File: src/rtl/opb_single_master_if.sv
// Command/response port and OPB master-side signals of opb_single_master.
// The master modport is the block's view; slave is the fabric/bus side.
interface opb_single_master_if #(
  parameter int C_OPB_AWIDTH = 32,
  parameter int C_OPB_DWIDTH = 32
);
  logic                      cmd_valid;
  logic                      cmd_ready;
  logic                      cmd_rnw;
  logic [0:C_OPB_AWIDTH-1]   cmd_addr;
  logic [0:C_OPB_DWIDTH/8-1] cmd_be;
  logic [0:C_OPB_DWIDTH-1]   cmd_data;

  logic                      rsp_valid;
  logic [0:C_OPB_DWIDTH-1]   rsp_data;
  logic                      rsp_err;
  logic                      rsp_timeout;

  logic                      M_request;
  logic                      OPB_MGrant;
  logic                      M_select;
  logic                      M_RNW;
  logic [0:C_OPB_AWIDTH-1]   M_ABus;
  logic [0:C_OPB_DWIDTH/8-1] M_BE;
  logic [0:C_OPB_DWIDTH-1]   M_DBus;
  logic                      M_seqAddr;
  logic                      M_busLock;
  logic [0:C_OPB_DWIDTH-1]   OPB_DBus;
  logic                      OPB_xferAck;
  logic                      OPB_errAck;
  logic                      OPB_retry;
  logic                      OPB_toutSup;

  modport master (
    input  cmd_valid, cmd_rnw, cmd_addr, cmd_be, cmd_data,
    input  OPB_MGrant, OPB_DBus, OPB_xferAck, OPB_errAck, OPB_retry, OPB_toutSup,
    output cmd_ready, rsp_valid, rsp_data, rsp_err, rsp_timeout,
    output M_request, M_select, M_RNW, M_ABus, M_BE, M_DBus, M_seqAddr, M_busLock
  );

  modport slave (
    output cmd_valid, cmd_rnw, cmd_addr, cmd_be, cmd_data,
    output OPB_MGrant, OPB_DBus, OPB_xferAck, OPB_errAck, OPB_retry, OPB_toutSup,
    input  cmd_ready, rsp_valid, rsp_data, rsp_err, rsp_timeout,
    input  M_request, M_select, M_RNW, M_ABus, M_BE, M_DBus, M_seqAddr, M_busLock
  );
endinterface

File: src/rtl/opb_single_master.sv
// Single-outstanding OPB master: one fabric command -> one non-sequential OPB transfer.
// Optional transfer timeout compiled in with `define OPB_MASTER_TOUT_EN.
module opb_single_master #(
  parameter int C_OPB_AWIDTH = 32,
  parameter int C_OPB_DWIDTH = 32,
  parameter int C_MAX_RETRY  = 8,
  parameter int C_TIMEOUT    = 16
) (
  input  logic                OPB_Clk,
  input  logic                OPB_Rst,
  opb_single_master_if.master bus
);
  localparam int         LP_BEW       = C_OPB_DWIDTH / 8;
  localparam logic [7:0] LP_MAX_RETRY = 8'(C_MAX_RETRY);

  typedef enum logic [2:0] {S_IDLE, S_REQ, S_XFER, S_BACKOFF, S_RESP} state_t;
  state_t r_state;
  state_t w_state_next;

  logic                    r_hold_rnw;
  logic [0:C_OPB_AWIDTH-1] r_hold_addr;
  logic [0:LP_BEW-1]       r_hold_be;
  logic [0:C_OPB_DWIDTH-1] r_hold_data;
  logic [7:0]              r_retry_cnt;

  logic                    r_cmd_ready;
  logic                    r_rsp_valid;
  logic [0:C_OPB_DWIDTH-1] r_rsp_data;
  logic                    r_rsp_err;
  logic                    r_rsp_timeout;
  logic                    r_m_request;
  logic                    r_m_select;
  logic                    r_m_rnw;
  logic [0:C_OPB_AWIDTH-1] r_m_abus;
  logic [0:LP_BEW-1]       r_m_be;
  logic [0:C_OPB_DWIDTH-1] r_m_dbus;

  logic w_accept;
  logic w_rsp_err;
  logic w_rsp_tout;
  logic w_rd_ok;
  logic w_tout_hit;
  logic w_xfer_next;

`ifdef OPB_MASTER_TOUT_EN
  localparam logic [7:0] LP_TOUT_LAST = 8'(C_TIMEOUT - 1);
  logic [7:0] r_tout_cnt;

  // Held at zero outside XFER, so every XFER entry starts a fresh count.
  always_ff @(posedge OPB_Clk) begin
    if (OPB_Rst || r_state != S_XFER) begin
      r_tout_cnt <= '0;
    end else if (!bus.OPB_toutSup) begin
      r_tout_cnt <= r_tout_cnt + 8'd1;
    end
  end

  assign w_tout_hit = !bus.OPB_toutSup && (r_tout_cnt == LP_TOUT_LAST);
`else
  logic w_unused_tout;
  assign w_unused_tout = bus.OPB_toutSup | (C_TIMEOUT == 0);
  assign w_tout_hit    = 1'b0;
`endif

  always_ff @(posedge OPB_Clk) begin
    if (OPB_Rst) begin
      r_state <= S_IDLE;
    end else begin
      r_state <= w_state_next;
    end
  end

  always_comb begin
    w_state_next = r_state;
    w_accept     = 1'b0;
    w_rsp_err    = 1'b0;
    w_rsp_tout   = 1'b0;
    w_rd_ok      = 1'b0;
    unique case (r_state)
      S_IDLE: begin
        if (bus.cmd_valid) begin
          w_accept     = 1'b1;
          w_state_next = S_REQ;
        end
      end
      S_REQ: begin
        if (bus.OPB_MGrant) begin
          w_state_next = S_XFER;
        end
      end
      S_XFER: begin
        // errAck outranks xferAck so a simultaneous pair reports an error.
        if (bus.OPB_errAck) begin
          w_state_next = S_RESP;
          w_rsp_err    = 1'b1;
        end else if (bus.OPB_xferAck) begin
          w_state_next = S_RESP;
          w_rd_ok      = r_hold_rnw;
        end else if (bus.OPB_retry) begin
          if (r_retry_cnt == LP_MAX_RETRY) begin
            w_state_next = S_RESP;
            w_rsp_err    = 1'b1;
          end else begin
            w_state_next = S_BACKOFF;
          end
        end else if (w_tout_hit) begin
          w_state_next = S_RESP;
          w_rsp_err    = 1'b1;
          w_rsp_tout   = 1'b1;
        end
      end
      S_BACKOFF: w_state_next = S_REQ;
      S_RESP:    w_state_next = S_IDLE;
      default:   w_state_next = S_IDLE;
    endcase
  end

  assign w_xfer_next = (w_state_next == S_XFER);

  // Outputs are registered from the next state so they line up with r_state.
  always_ff @(posedge OPB_Clk) begin
    if (OPB_Rst) begin
      r_hold_rnw    <= 1'b0;
      r_hold_addr   <= '0;
      r_hold_be     <= '0;
      r_hold_data   <= '0;
      r_retry_cnt   <= '0;
      r_cmd_ready   <= 1'b1;
      r_rsp_valid   <= 1'b0;
      r_rsp_data    <= '0;
      r_rsp_err     <= 1'b0;
      r_rsp_timeout <= 1'b0;
      r_m_request   <= 1'b0;
      r_m_select    <= 1'b0;
      r_m_rnw       <= 1'b0;
      r_m_abus      <= '0;
      r_m_be        <= '0;
      r_m_dbus      <= '0;
    end else begin
      if (w_accept) begin
        r_hold_rnw  <= bus.cmd_rnw;
        r_hold_addr <= bus.cmd_addr;
        r_hold_be   <= bus.cmd_be;
        r_hold_data <= bus.cmd_data;
        r_retry_cnt <= '0;
      end else if (r_state == S_BACKOFF) begin
        r_retry_cnt <= r_retry_cnt + 8'd1;
      end
      r_cmd_ready   <= (w_state_next == S_IDLE);
      r_m_request   <= (w_state_next == S_REQ);
      r_m_select    <= w_xfer_next;
      r_m_rnw       <= w_xfer_next & r_hold_rnw;
      r_m_abus      <= w_xfer_next ? r_hold_addr : '0;
      r_m_be        <= w_xfer_next ? r_hold_be : '0;
      r_m_dbus      <= (w_xfer_next && !r_hold_rnw) ? r_hold_data : '0;
      r_rsp_valid   <= (w_state_next == S_RESP);
      r_rsp_data    <= w_rd_ok ? bus.OPB_DBus : '0;
      r_rsp_err     <= w_rsp_err;
      r_rsp_timeout <= w_rsp_tout;
    end
  end

  assign bus.cmd_ready   = r_cmd_ready;
  assign bus.rsp_valid   = r_rsp_valid;
  assign bus.rsp_data    = r_rsp_data;
  assign bus.rsp_err     = r_rsp_err;
  assign bus.rsp_timeout = r_rsp_timeout;
  assign bus.M_request   = r_m_request;
  assign bus.M_select    = r_m_select;
  assign bus.M_RNW       = r_m_rnw;
  assign bus.M_ABus      = r_m_abus;
  assign bus.M_BE        = r_m_be;
  assign bus.M_DBus      = r_m_dbus;
  assign bus.M_seqAddr   = 1'b0;
  assign bus.M_busLock   = 1'b0;
endmodule

File: src/flat_wrapper.sv
// flat-port wrapper written by rule: the top's interface ports become plain ports
module opb_single_master_flat 
#(
  parameter int C_OPB_AWIDTH = 32,
  parameter int C_OPB_DWIDTH = 32,
  parameter int C_MAX_RETRY  = 8,
  parameter int C_TIMEOUT    = 16
)
  (OPB_Clk, OPB_Rst, bus_cmd_valid, bus_cmd_rnw, bus_cmd_addr, bus_cmd_be, bus_cmd_data, bus_OPB_MGrant, bus_OPB_DBus, bus_OPB_xferAck, bus_OPB_errAck, bus_OPB_retry, bus_OPB_toutSup, bus_cmd_ready, bus_rsp_valid, bus_rsp_data, bus_rsp_err, bus_rsp_timeout, bus_M_request, bus_M_select, bus_M_RNW, bus_M_ABus, bus_M_BE, bus_M_DBus, bus_M_seqAddr, bus_M_busLock);
  opb_single_master_if #(.C_OPB_AWIDTH(C_OPB_AWIDTH), .C_OPB_DWIDTH(C_OPB_DWIDTH)) bus_i ();
  input  logic OPB_Clk;
  input  logic OPB_Rst;
  input wire logic [$bits(bus_i.cmd_valid)-1:0] bus_cmd_valid;
  input wire logic [$bits(bus_i.cmd_rnw)-1:0] bus_cmd_rnw;
  input wire logic [$bits(bus_i.cmd_addr)-1:0] bus_cmd_addr;
  input wire logic [$bits(bus_i.cmd_be)-1:0] bus_cmd_be;
  input wire logic [$bits(bus_i.cmd_data)-1:0] bus_cmd_data;
  input wire logic [$bits(bus_i.OPB_MGrant)-1:0] bus_OPB_MGrant;
  input wire logic [$bits(bus_i.OPB_DBus)-1:0] bus_OPB_DBus;
  input wire logic [$bits(bus_i.OPB_xferAck)-1:0] bus_OPB_xferAck;
  input wire logic [$bits(bus_i.OPB_errAck)-1:0] bus_OPB_errAck;
  input wire logic [$bits(bus_i.OPB_retry)-1:0] bus_OPB_retry;
  input wire logic [$bits(bus_i.OPB_toutSup)-1:0] bus_OPB_toutSup;
  output wire logic [$bits(bus_i.cmd_ready)-1:0] bus_cmd_ready;
  output wire logic [$bits(bus_i.rsp_valid)-1:0] bus_rsp_valid;
  output wire logic [$bits(bus_i.rsp_data)-1:0] bus_rsp_data;
  output wire logic [$bits(bus_i.rsp_err)-1:0] bus_rsp_err;
  output wire logic [$bits(bus_i.rsp_timeout)-1:0] bus_rsp_timeout;
  output wire logic [$bits(bus_i.M_request)-1:0] bus_M_request;
  output wire logic [$bits(bus_i.M_select)-1:0] bus_M_select;
  output wire logic [$bits(bus_i.M_RNW)-1:0] bus_M_RNW;
  output wire logic [$bits(bus_i.M_ABus)-1:0] bus_M_ABus;
  output wire logic [$bits(bus_i.M_BE)-1:0] bus_M_BE;
  output wire logic [$bits(bus_i.M_DBus)-1:0] bus_M_DBus;
  output wire logic [$bits(bus_i.M_seqAddr)-1:0] bus_M_seqAddr;
  output wire logic [$bits(bus_i.M_busLock)-1:0] bus_M_busLock;
  assign bus_i.cmd_valid = bus_cmd_valid;
  assign bus_i.cmd_rnw = bus_cmd_rnw;
  assign bus_i.cmd_addr = bus_cmd_addr;
  assign bus_i.cmd_be = bus_cmd_be;
  assign bus_i.cmd_data = bus_cmd_data;
  assign bus_i.OPB_MGrant = bus_OPB_MGrant;
  assign bus_i.OPB_DBus = bus_OPB_DBus;
  assign bus_i.OPB_xferAck = bus_OPB_xferAck;
  assign bus_i.OPB_errAck = bus_OPB_errAck;
  assign bus_i.OPB_retry = bus_OPB_retry;
  assign bus_i.OPB_toutSup = bus_OPB_toutSup;
  assign bus_cmd_ready = bus_i.cmd_ready;
  assign bus_rsp_valid = bus_i.rsp_valid;
  assign bus_rsp_data = bus_i.rsp_data;
  assign bus_rsp_err = bus_i.rsp_err;
  assign bus_rsp_timeout = bus_i.rsp_timeout;
  assign bus_M_request = bus_i.M_request;
  assign bus_M_select = bus_i.M_select;
  assign bus_M_RNW = bus_i.M_RNW;
  assign bus_M_ABus = bus_i.M_ABus;
  assign bus_M_BE = bus_i.M_BE;
  assign bus_M_DBus = bus_i.M_DBus;
  assign bus_M_seqAddr = bus_i.M_seqAddr;
  assign bus_M_busLock = bus_i.M_busLock;
  opb_single_master #(.C_OPB_AWIDTH(C_OPB_AWIDTH), .C_OPB_DWIDTH(C_OPB_DWIDTH), .C_MAX_RETRY(C_MAX_RETRY), .C_TIMEOUT(C_TIMEOUT)) u_core (.OPB_Clk(OPB_Clk), .OPB_Rst(OPB_Rst), .bus(bus_i));
endmodule
File: config.mk
export PLATFORM = sky130hd
export DESIGN_NAME = opb_single_master_flat
export DESIGN_NICKNAME = d
export VERILOG_FILES = /design/src/rtl/opb_single_master_if.sv /design/src/rtl/opb_single_master.sv /design/src/flat_wrapper.sv
export SDC_FILE = /design/constraint.sdc
export NUM_CORES = 1
export LEC_CHECK = 0
export CORE_UTILIZATION = 44
export DETAILED_ROUTE_END_ITERATION = 8
export GPL_ROUTABILITY_DRIVEN = 0
export PLACE_DENSITY_LB_ADDON = 0.05
export SLEW_MARGIN = 20
export SYNTH_ARGS = -nofsm -noshare
export SYNTH_HDL_FRONTEND = slang
export SYNTH_SLANG_ARGS = --single-unit
File: constraint.sdc
create_clock -name OPB_Clk -period 2.7 [get_ports OPB_Clk]
set_input_delay 0.54 -clock OPB_Clk [delete_from_list [all_inputs] [get_ports OPB_Clk]]
set_output_delay 0.54 -clock OPB_Clk [all_outputs]
set_load 0.02 [all_outputs]
; ---- Word level (Yosys, flattened, before mapping)
; Cells that the tools add are included.
[classes]
n_reduce_logical = 9
div = 0
eq_ne = 7
mul = 0
shift = 0
order_cmp = 0
muxes = 16
bitwise = 5
n_addsub = 1
[ops]
columns = op, count
row1 = $mux W3, 6
row2 = $pmux W3 S4, 1
row3 = $reduce_or A2 Y1, 5
row4 = $eq A3 B2 Y1 const B, 3
row5 = $mux W1, 9
row6 = $add A8 B1 Y8 const B, 1
row7 = $eq A8 B4 Y1 const B, 1
row8 = $eq A3 B1 Y1 const B, 2
row9 = $logic_not A3 Y1, 2
row10 = $not A1 Y1, 4
row11 = $eq A3 B3 Y1 const B, 1
row12 = $and A1 B1 Y1, 1
row13 = $logic_and A1 B1 Y1, 1
row14 = $logic_not A1 Y1, 1
[word_totals]
input_bits = 109
latchBits = 0
ff_bits = 186
ram_bits = 0
rom_bits = 0
memories = 0
word_cells = 54

; ---- Depth between registers and ports, before layout
; Gate-level depths: netlist of the first run.
[depth]
depth_word = 10
depth_mapped = 8

; ---- Worst setup path before layout of the first run
; No wires, ideal clock.
[synth_timing]
kind = in2reg
startpoint = input OPB_Rst
endpoint = register u_core.r_m_dbus, in the netlist u_core.bus.M_DBus[10]
arrival_time_ps = 1972
path_stages = 5
setup_time_ps = 75
setup_slack_ps = 652
path_cell_list = or4b_4 > a2111oi_2 > o22ai_2 > buf_6 > nor3b_2
[synth_via]
elab_chain_len = 1
[synth_lines]
columns = element, line
row1 = start: declaration, flat_wrapper.sv:12  ; input logic OPB_Rst;
row2 = $reduce_or A2 Y1 (no source line), -
row3 = end signal: assignment, opb_single_master.sv:155  ; r_m_dbus <= (w_xfer_next && !r_hold_rnw) ? r_hold_data : '0;
row4 = end: declaration, opb_single_master.sv:36  ; logic [0:C_OPB_DWIDTH-1] r_m_dbus;
; No other way between the ends.
; A chain may end at the register's enable or synchronous reset.

; ---- Worst setup path after layout of the first run
[layout_timing]
startpoint = register u_core.r_state[1]
endpoint = register u_core.r_m_abus, in the netlist u_core.bus.M_ABus[20]
[layout_via]
elab_chain_len = 7
[layout_lines]
columns = element, line
row1 = start: declaration, opb_single_master.sv:17  ; state_t r_state;
row2 = start signal: assignment, opb_single_master.sv:69  ; r_state <= w_state_next;
row3 = $mux W3, opb_single_master.sv:99  ; end else if (bus.OPB_retry) begin
row4 = $mux W3, opb_single_master.sv:96  ; end else if (bus.OPB_xferAck) begin
row5 = $mux W3, opb_single_master.sv:93  ; if (bus.OPB_errAck) begin
row6 = $pmux W3 S4 *, opb_single_master.sv:79  ; unique case (r_state)
row7 = $eq A3 B2 Y1 *, opb_single_master.sv:118  ; assign w_xfer_next = (w_state_next == S_XFER);
row8 = $not A1 Y1 (no source line) *, -
row9 = $reduce_or A2 Y1 (no source line) *, -
row10 = end signal: assignment, opb_single_master.sv:153  ; r_m_abus <= w_xfer_next ? r_hold_addr : '0;
row11 = end: declaration, opb_single_master.sv:34  ; logic [0:C_OPB_AWIDTH-1] r_m_abus;
; Every way passes the cells marked *; elsewhere a longest branch is shown, timed or not.

==> results of run 1 <==
stage by stage:
stage	power, mW	area (um2)	worst slack [ns]	hold slack (ns)	std cells
3_3_place_gp	3.41	8350	0.143	0.436	965
4_1_cts	5.86	8940	0.285	0.427	997
3_5_place_dp	3.42	8350	0.138	0.441	965
2_1_floorplan	3.16	6080	0.652	0.431	610
6_report	5.79	8940	0.329	0.449	997
5_1_grt	6.03	8940	0.144	0.454	997
worst max-delay path by stage:
stage                                            end  slack (ns)  cells after the start
floorplan           u_core.bus.M_DBus[10]$_SDFF_PP0_        0.65                      5
global placement       u_core.bus.M_BE[0]$_SDFF_PP0_        0.14                      7
detailed placement  u_core.bus.M_ABus[28]$_SDFF_PP0_        0.14                      7
CTS                 u_core.bus.M_ABus[20]$_SDFF_PP0_        0.29                      5
global route         u_core.bus.M_ABus[3]$_SDFF_PP0_        0.14                      5
finish              u_core.bus.M_ABus[20]$_SDFF_PP0_        0.33                      5
cell type report:
class | instances | area [um2] | share of cell area, %
Inverter | 5 | 18.8 | 0.210
Clock buffer | 24 | 502 | 5.61
Sequential cell | 186 | 3720 | 41.6
Tap cell | 176 | 220 | 2.46
Timing Repair Buffer | 226 | 2270 | 25.4
Multi-Input combinational cell | 372 | 2110 | 23.6
Clock inverter | 8 | 90.1 | 1.01
critical path: cells and delay by family, from the launching register on:
family	cells	cell delay, ns
AO/OA/AOI/OAI	1	0.55
buffers and inverters	1	0.31
flip-flops	1	0.50
AND/OR/NAND/NOR	3	0.94
cell families (layout without fill, tap and decap cells):
kind of cell | after synthesis | after routing | synth area share (%)
AO/OA/AOI/OAI | 83 | 83 | 7.42
XOR/XNOR | 5 | 5 | 0.721
adder cells (fa/ha/maj) | 2 | 2 | 0.412
buffers and inverters | 52 | 263 | 4.29
flip-flops | 186 | 186 | 61.3
other | 1 | 3 | 0.0618
AND/OR/NAND/NOR | 279 | 279 | 25.8
layer usage:
layer  GRT usage (%)  routed length [um]  part of all wire, %
met2            34.7                7200                   50
met1            24.4                5930                   41
met3            7.42                1100                  7.6
met5               0                   0                    0
met4            9.84                 268                  1.8
cells in the final DEF, fill, tap and decap left out, types with 2 or more instances in the layout:
| cell | n |
|---|---|
| nand3_1 | 2 |
| buf_12 | 4 |
| a21oi_1 | 74 |
| nor4b_1 | 3 |
| nor3b_2 | 29 |
| clkbuf_1 | 2 |
| nand2b_1 | 2 |
| or3_1 | 2 |
| nand3b_1 | 2 |
| nor3_1 | 4 |
| dfxtp_1 | 185 |
| xnor2_1 | 3 |
| clkbuf_16 | 17 |
| and3_1 | 37 |
| or2_2 | 2 |
| nor3b_1 | 3 |
| clkbuf_8 | 5 |
| clkdlybuf4s50_1 | 212 |
| and2_1 | 32 |
| ha_1 | 2 |
| xor2_1 | 2 |
| clkinv_2 | 6 |
| conb_1 | 3 |
| bufinv_16 | 2 |
| inv_1 | 5 |
| nand2_1 | 146 |
| nor2_1 | 7 |
| buf_4 | 9 |
report_power, final:
group          switching [mW]  internal, mW
clock network           0.959          1.48
logic                   0.239         0.252
registers              0.0381          2.83
total                    1.24          4.56
state kept, by name, indices dropped and copies added (netlist names), 3 cells and up:
| name | cells |
|---|---|
| u_core.bus.M_DBus | 32 |
| u_core.bus.M_ABus | 32 |
| u_core.bus.M_BE | 4 |
| u_core.r_retry_cnt | 8 |
| u_core.bus.rsp_data | 32 |
| u_core.r_hold_data | 32 |
| u_core.r_hold_addr | 32 |
| u_core.r_state | 3 |
| u_core.r_hold_be | 4 |
==> results.cfg, run 1 <==
[run_status]
outcome = completed

[setup_path]
rr_endpoint = u_core.bus.M_ABus[20]$_SDFF_PP0_
endpoint_kind = flip-flop
r2r_start = u_core.r_state[1]$_SDFF_PP0_
worstPathArrival_ns = 2.73
path_class = reg -> reg
crit_path_start_kind = flip-flop
slowest_stage = or4b_4
r2r_cells = 5
startpoint = u_core.r_state[1]$_SDFF_PP0_
crit_required_ns = 3.06
crit_path_cell_trace = or4b_4 > a2111oi_2 > or2_1 > buf_4 > and3_1
rrSetupSlack_ns = 0.33
crit_fanout = 38
crit_path_max_incr_delay_ns = 0.55

[route]
wl_per_cell_um = 14.5
vias = 4799
drtAntennaViolNets = 0
routed_wl_um = 14500
drt_pre_antenna_iters = 4
drcViolationCount = 0
via_per_inst = 4.81
first_iter_violations = 239

[die]
die_h_um = 119
rows = 42
chipWidth_um = 119
ios = 218
core-area_um2 = 13300
dieArea_um2 = 14300
initial_core_util_pct = 45.5

[sta]
setup_violations = 0
relSlewSlack_pct = 44.6
max_freq_mhz = 422
finalMaxSlewViolations = 0
worst_pin_slew_ns = 0.831
min_period_ns = 2.37
rsz0062_at_grt = no
fin_crit_sh_pct = 87.8
skew_ns = 0.00761
hold_viol_final = 0
finalSetupTns_ns = 0

[layout]
fill_cells = 1086
area_delta_synth_final_pct = 47.3
drive_above_1_share_pct = 9.99
final_nets = 919
final_core_util_pct = 67.0
antennaDiodeCount = 0

[min_path]
min_path_cells = 2
hold_end = u_core.r_hold_addr[6]$_SDFFE_PP0P_
hold_path_class = reg -> reg
worstHoldStart = u_core.r_hold_addr[6]$_SDFFE_PP0P_

[placement]
hpwl_um = 9590
numPortBuffers = 213

[synthesis]
yosysMostFrequentCell = dfxtp_1
ys_seq_area_share_pct = 61.3
yosys-top-cells-count = dfxtp_1 (186), nand2_1 (146), a21oi_1 (74), and3_1 (37), and2_1 (32)
synth.largest_area_cell = dfxtp_1
ys_warn_count = 0
synth_edf_count = 0
syn_area_um2 = 6070
synth_top_area_share_pct = 61.3
async_flop_share_pct = 0
synth.area.top_cells = dfxtp_1 (61%), nand2_1 (9.0%), a21oi_1 (6.1%), nor3b_2 (6.0%), and3_1 (3.8%)
ys_ff_latch = 186
yosys_most_used_dff = dfxtp_1
syn_area_per_cell_um2 = 9.99
syn_inst = 608
yosysUniqueCellTypes = 40

[cts]
cts_resized = 0
clock_latency_ns = 0.42
cts_hold_buf = 0
cts_tree = done
cts_buffers = 17
cts_buffer_depth = 2
cts_max_level = 4
cts_setup_buffers = 0
cts.clk_slew.worst_paths_ns = 0.06
cts.sinks = 186
clock-root-buffer = clkbuf_16

[power]
power_density_nw_per_um2 = 648
p_leak_nw = 3.43
ir_worst_vdd_mv = 0.432

[global_routing]
grt_max_degree = 75
grt_pass1_wl_um = 23200
antenna_found_initial = 0
grt_overflow_total = 0
grtUsageTotal_pct = 21.1
grt_pass1_vias = 4756

[run]
cap_viol_max_count = 0
Power figures use the tool's default switching activity.
==> run 2, diff against run 1 <==
==> constraint.sdc (replaced) <==
create_clock -name OPB_Clk -period 2.7 [get_ports OPB_Clk]
set_input_delay 0.54 -clock OPB_Clk [delete_from_list [all_inputs] [get_ports OPB_Clk]]
set_output_delay 0.54 -clock OPB_Clk [all_outputs]
set_load 0.005 [all_outputs]
==> results of run 2 <==
The final DEF is identical to that of run 1. Status: completed.
Among the figures that moved: total power 5.79 mW -> 5.78 mW
==> run 3, diff against run 2 <==
--- a/config.mk
+++ b/config.mk
@@ -5,7 +5,7 @@
 export SDC_FILE = /design/constraint.sdc
 export NUM_CORES = 1
 export LEC_CHECK = 0
-export CORE_UTILIZATION = 44
+export CORE_UTILIZATION = 46
 export DETAILED_ROUTE_END_ITERATION = 8
 export GPL_ROUTABILITY_DRIVEN = 0
 export PLACE_DENSITY_LB_ADDON = 0.05
==> constraint.sdc (replaced) <==
create_clock -name OPB_Clk -period 3.05 [get_ports OPB_Clk]
set_input_delay 0.61 -clock OPB_Clk [delete_from_list [all_inputs] [get_ports OPB_Clk]]
set_output_delay 0.61 -clock OPB_Clk [all_outputs]
set_load 0.005 [all_outputs]
==> run 3 against run 2 <==
Compared with the run above:
- clock skew grew 0.00089 ns
- power shrank 10%
- sequential share of layout area grew 0.16 points
- final area shrank 0.39%
==> results.cfg, run 3 (same netlist as run 1, synthesis figures left out) <==
[route]
drt_pre_antenna_iters = 4
via_per_inst = 4.83
routed_wl_um = 14600
drcViolationCount = 0
wl_per_cell_um = 14.7
first_iter_violations = 352
vias = 4788
drtAntennaViolNets = 0

[cts]
cts_tree = done
cts.clk_slew.worst_paths_ns = 0.06
clock_latency_ns = 0.43
cts_buffer_depth = 2
cts.sinks = 186
cts_buffers = 17
cts_setup_buffers = 0
cts_max_level = 4
cts_hold_buf = 0
clock-root-buffer = clkbuf_16
cts_resized = 0

[layout]
final_cell_mix = clkdlybuf4s50_1 (212), dfxtp_1 (185), nand2_1 (146)
area_delta_synth_final_pct = 46.7
final_common_cell = clkdlybuf4s50_1
final_nets = 917
design_area_um2 = 8910
drive_above_1_share_pct = 9.89
antennaDiodeCount = 0

[power]
pwr-share-comb_pct = 7.7
total_power_mw = 5.20
p_switching_mw = 1.13
power_density_nw_per_um2 = 583
ir_worst_vdd_mv = 0.306
swShare_pct = 21.8
power.internal_mw = 4.06
pwr-share-clk_pct = 43.4
p_seq_share_pct = 48.9
p_leak_nw = 3.40

[placement]
placed_area_um2 = 8300
hpwl_um = 9740
numPortBuffers = 213

[global_routing]
grt_pass1_wl_um = 22900
grt_pass1_vias = 4701
grtUsageTotal_pct = 22.0
grt_max_degree = 74
antenna_found_initial = 0
grt_overflow_total = 0

[setup_path]
slowest_stage = or4b_4
worstPathArrival_ns = 2.71
path_class = reg -> reg
crit_path_max_incr_delay_ns = 0.61
crit_path_start_kind = flip-flop
crit_path_cell_trace = or4b_4 > a2111oi_2 > or2_1 > buf_4 > and3_1
crit_required_ns = 3.42
crit_fanout = 38
endpoint_kind = flip-flop

[sta]
finalSetupTns_ns = 0
fin_crit_sh_pct = 76.9
max_freq_mhz = 426
rsz0062_at_grt = no
worst_pin_slew_ns = 0.804
finalMaxSlewViolations = 0
min_period_ns = 2.35
finalHoldWorstSlack_ns = 0.449
hold_viol_final = 0
relSlewSlack_pct = 46.4
setup_violations = 0
skew_ns = 0.00850

[die]
initial_core_util_pct = 47.7
ios = 218
rows = 41
core-area_um2 = 12700
die_h_um = 117
chipWidth_um = 117
dieArea_um2 = 13700

[run_status]
outcome = completed

[run]
cap_viol_max_count = 0

[min_path]
hold_path_class = reg -> reg
[run 3: changes by cell type in the layout (fill, tap and decap cells not counted)]
| cell | delta |
|---|---|
| buf_12 | -3 |
| buf_4 | +1 |
| bufinv_16 | +1 |
| clkbuf_1 | -1 |
| clkbuf_8 | -2 |
| clkinv_2 | -3 |
| clkinv_4 | +1 |
| clkinvlp_4 | +4 |
[run 3: worst paths after layout]
path	from	end	slack (ns)	cells past startpoint
worst max-delay path	u_core.r_state[2]$_SDFF_PP0_	u_core.bus.M_ABus[31]$_SDFF_PP0_	0.70	5
worst min-delay path	u_core.r_hold_addr[2]$_SDFFE_PP0P_	u_core.r_hold_addr[2]$_SDFFE_PP0P_	0.45	2
worst max register to register	u_core.r_state[2]$_SDFF_PP0_	u_core.bus.M_ABus[31]$_SDFF_PP0_	0.70	5
worst min register to register	u_core.r_hold_addr[2]$_SDFFE_PP0P_	u_core.r_hold_addr[2]$_SDFFE_PP0P_	0.45	2
[run 3: critical path, delay by kind of cell, from the launching register on]
kind	cells	cell delay (ns)
flops	1	0.43
buf+inv	1	0.30
simple gates	3	1.01
compound gates	1	0.54
[run 3: area by class of cell]
cell class / instances / area [um2]
fill: 1014 / 3810
tap: 172 / 215
clock inverter: 11 / 144
inverter: 5 / 18.8
clock buffer: 21 / 470
multi-input combinational: 372 / 2110
sequential: 186 / 3720
timing repair buffer: 224 / 2220
[run 3: routing by layer]
| layer | vias to the layer above | routed length (um) | track usage (%) |
|---|---|---|---|
| li1 | 2377 | - | - |
| met3 | 25 | 982 | 6.69 |
| met4 | 0 | 326 | 9.96 |
| met5 | - | 0 | 0 |
| met2 | 159 | 7240 | 36.6 |
| met1 | 2227 | 6010 | 26.3 |
[run 3: per-stage QoR]
step,utilization [%],cells,setup slack [ns]
after detailed placement,65.2,959,0.404
after global routing,70.0,991,0.541
after floorplan,-,610,0.932
after CTS,70.0,991,0.697
after global placement,65.2,959,0.435
final,70.0,991,0.705
[run 3: power by group through the flow]
| stage | clock network (mW) | logic, mW | registers (mW) |
|---|---|---|---|
| floorplan | 0 | 0.208 | 2.58 |
| global placement | 0 | 0.396 | 2.59 |
| detailed placement | 0 | 0.404 | 2.60 |
| CTS | 2.30 | 0.405 | 2.54 |
| global route | 2.41 | 0.443 | 2.55 |
| finish | 2.25 | 0.402 | 2.54 |
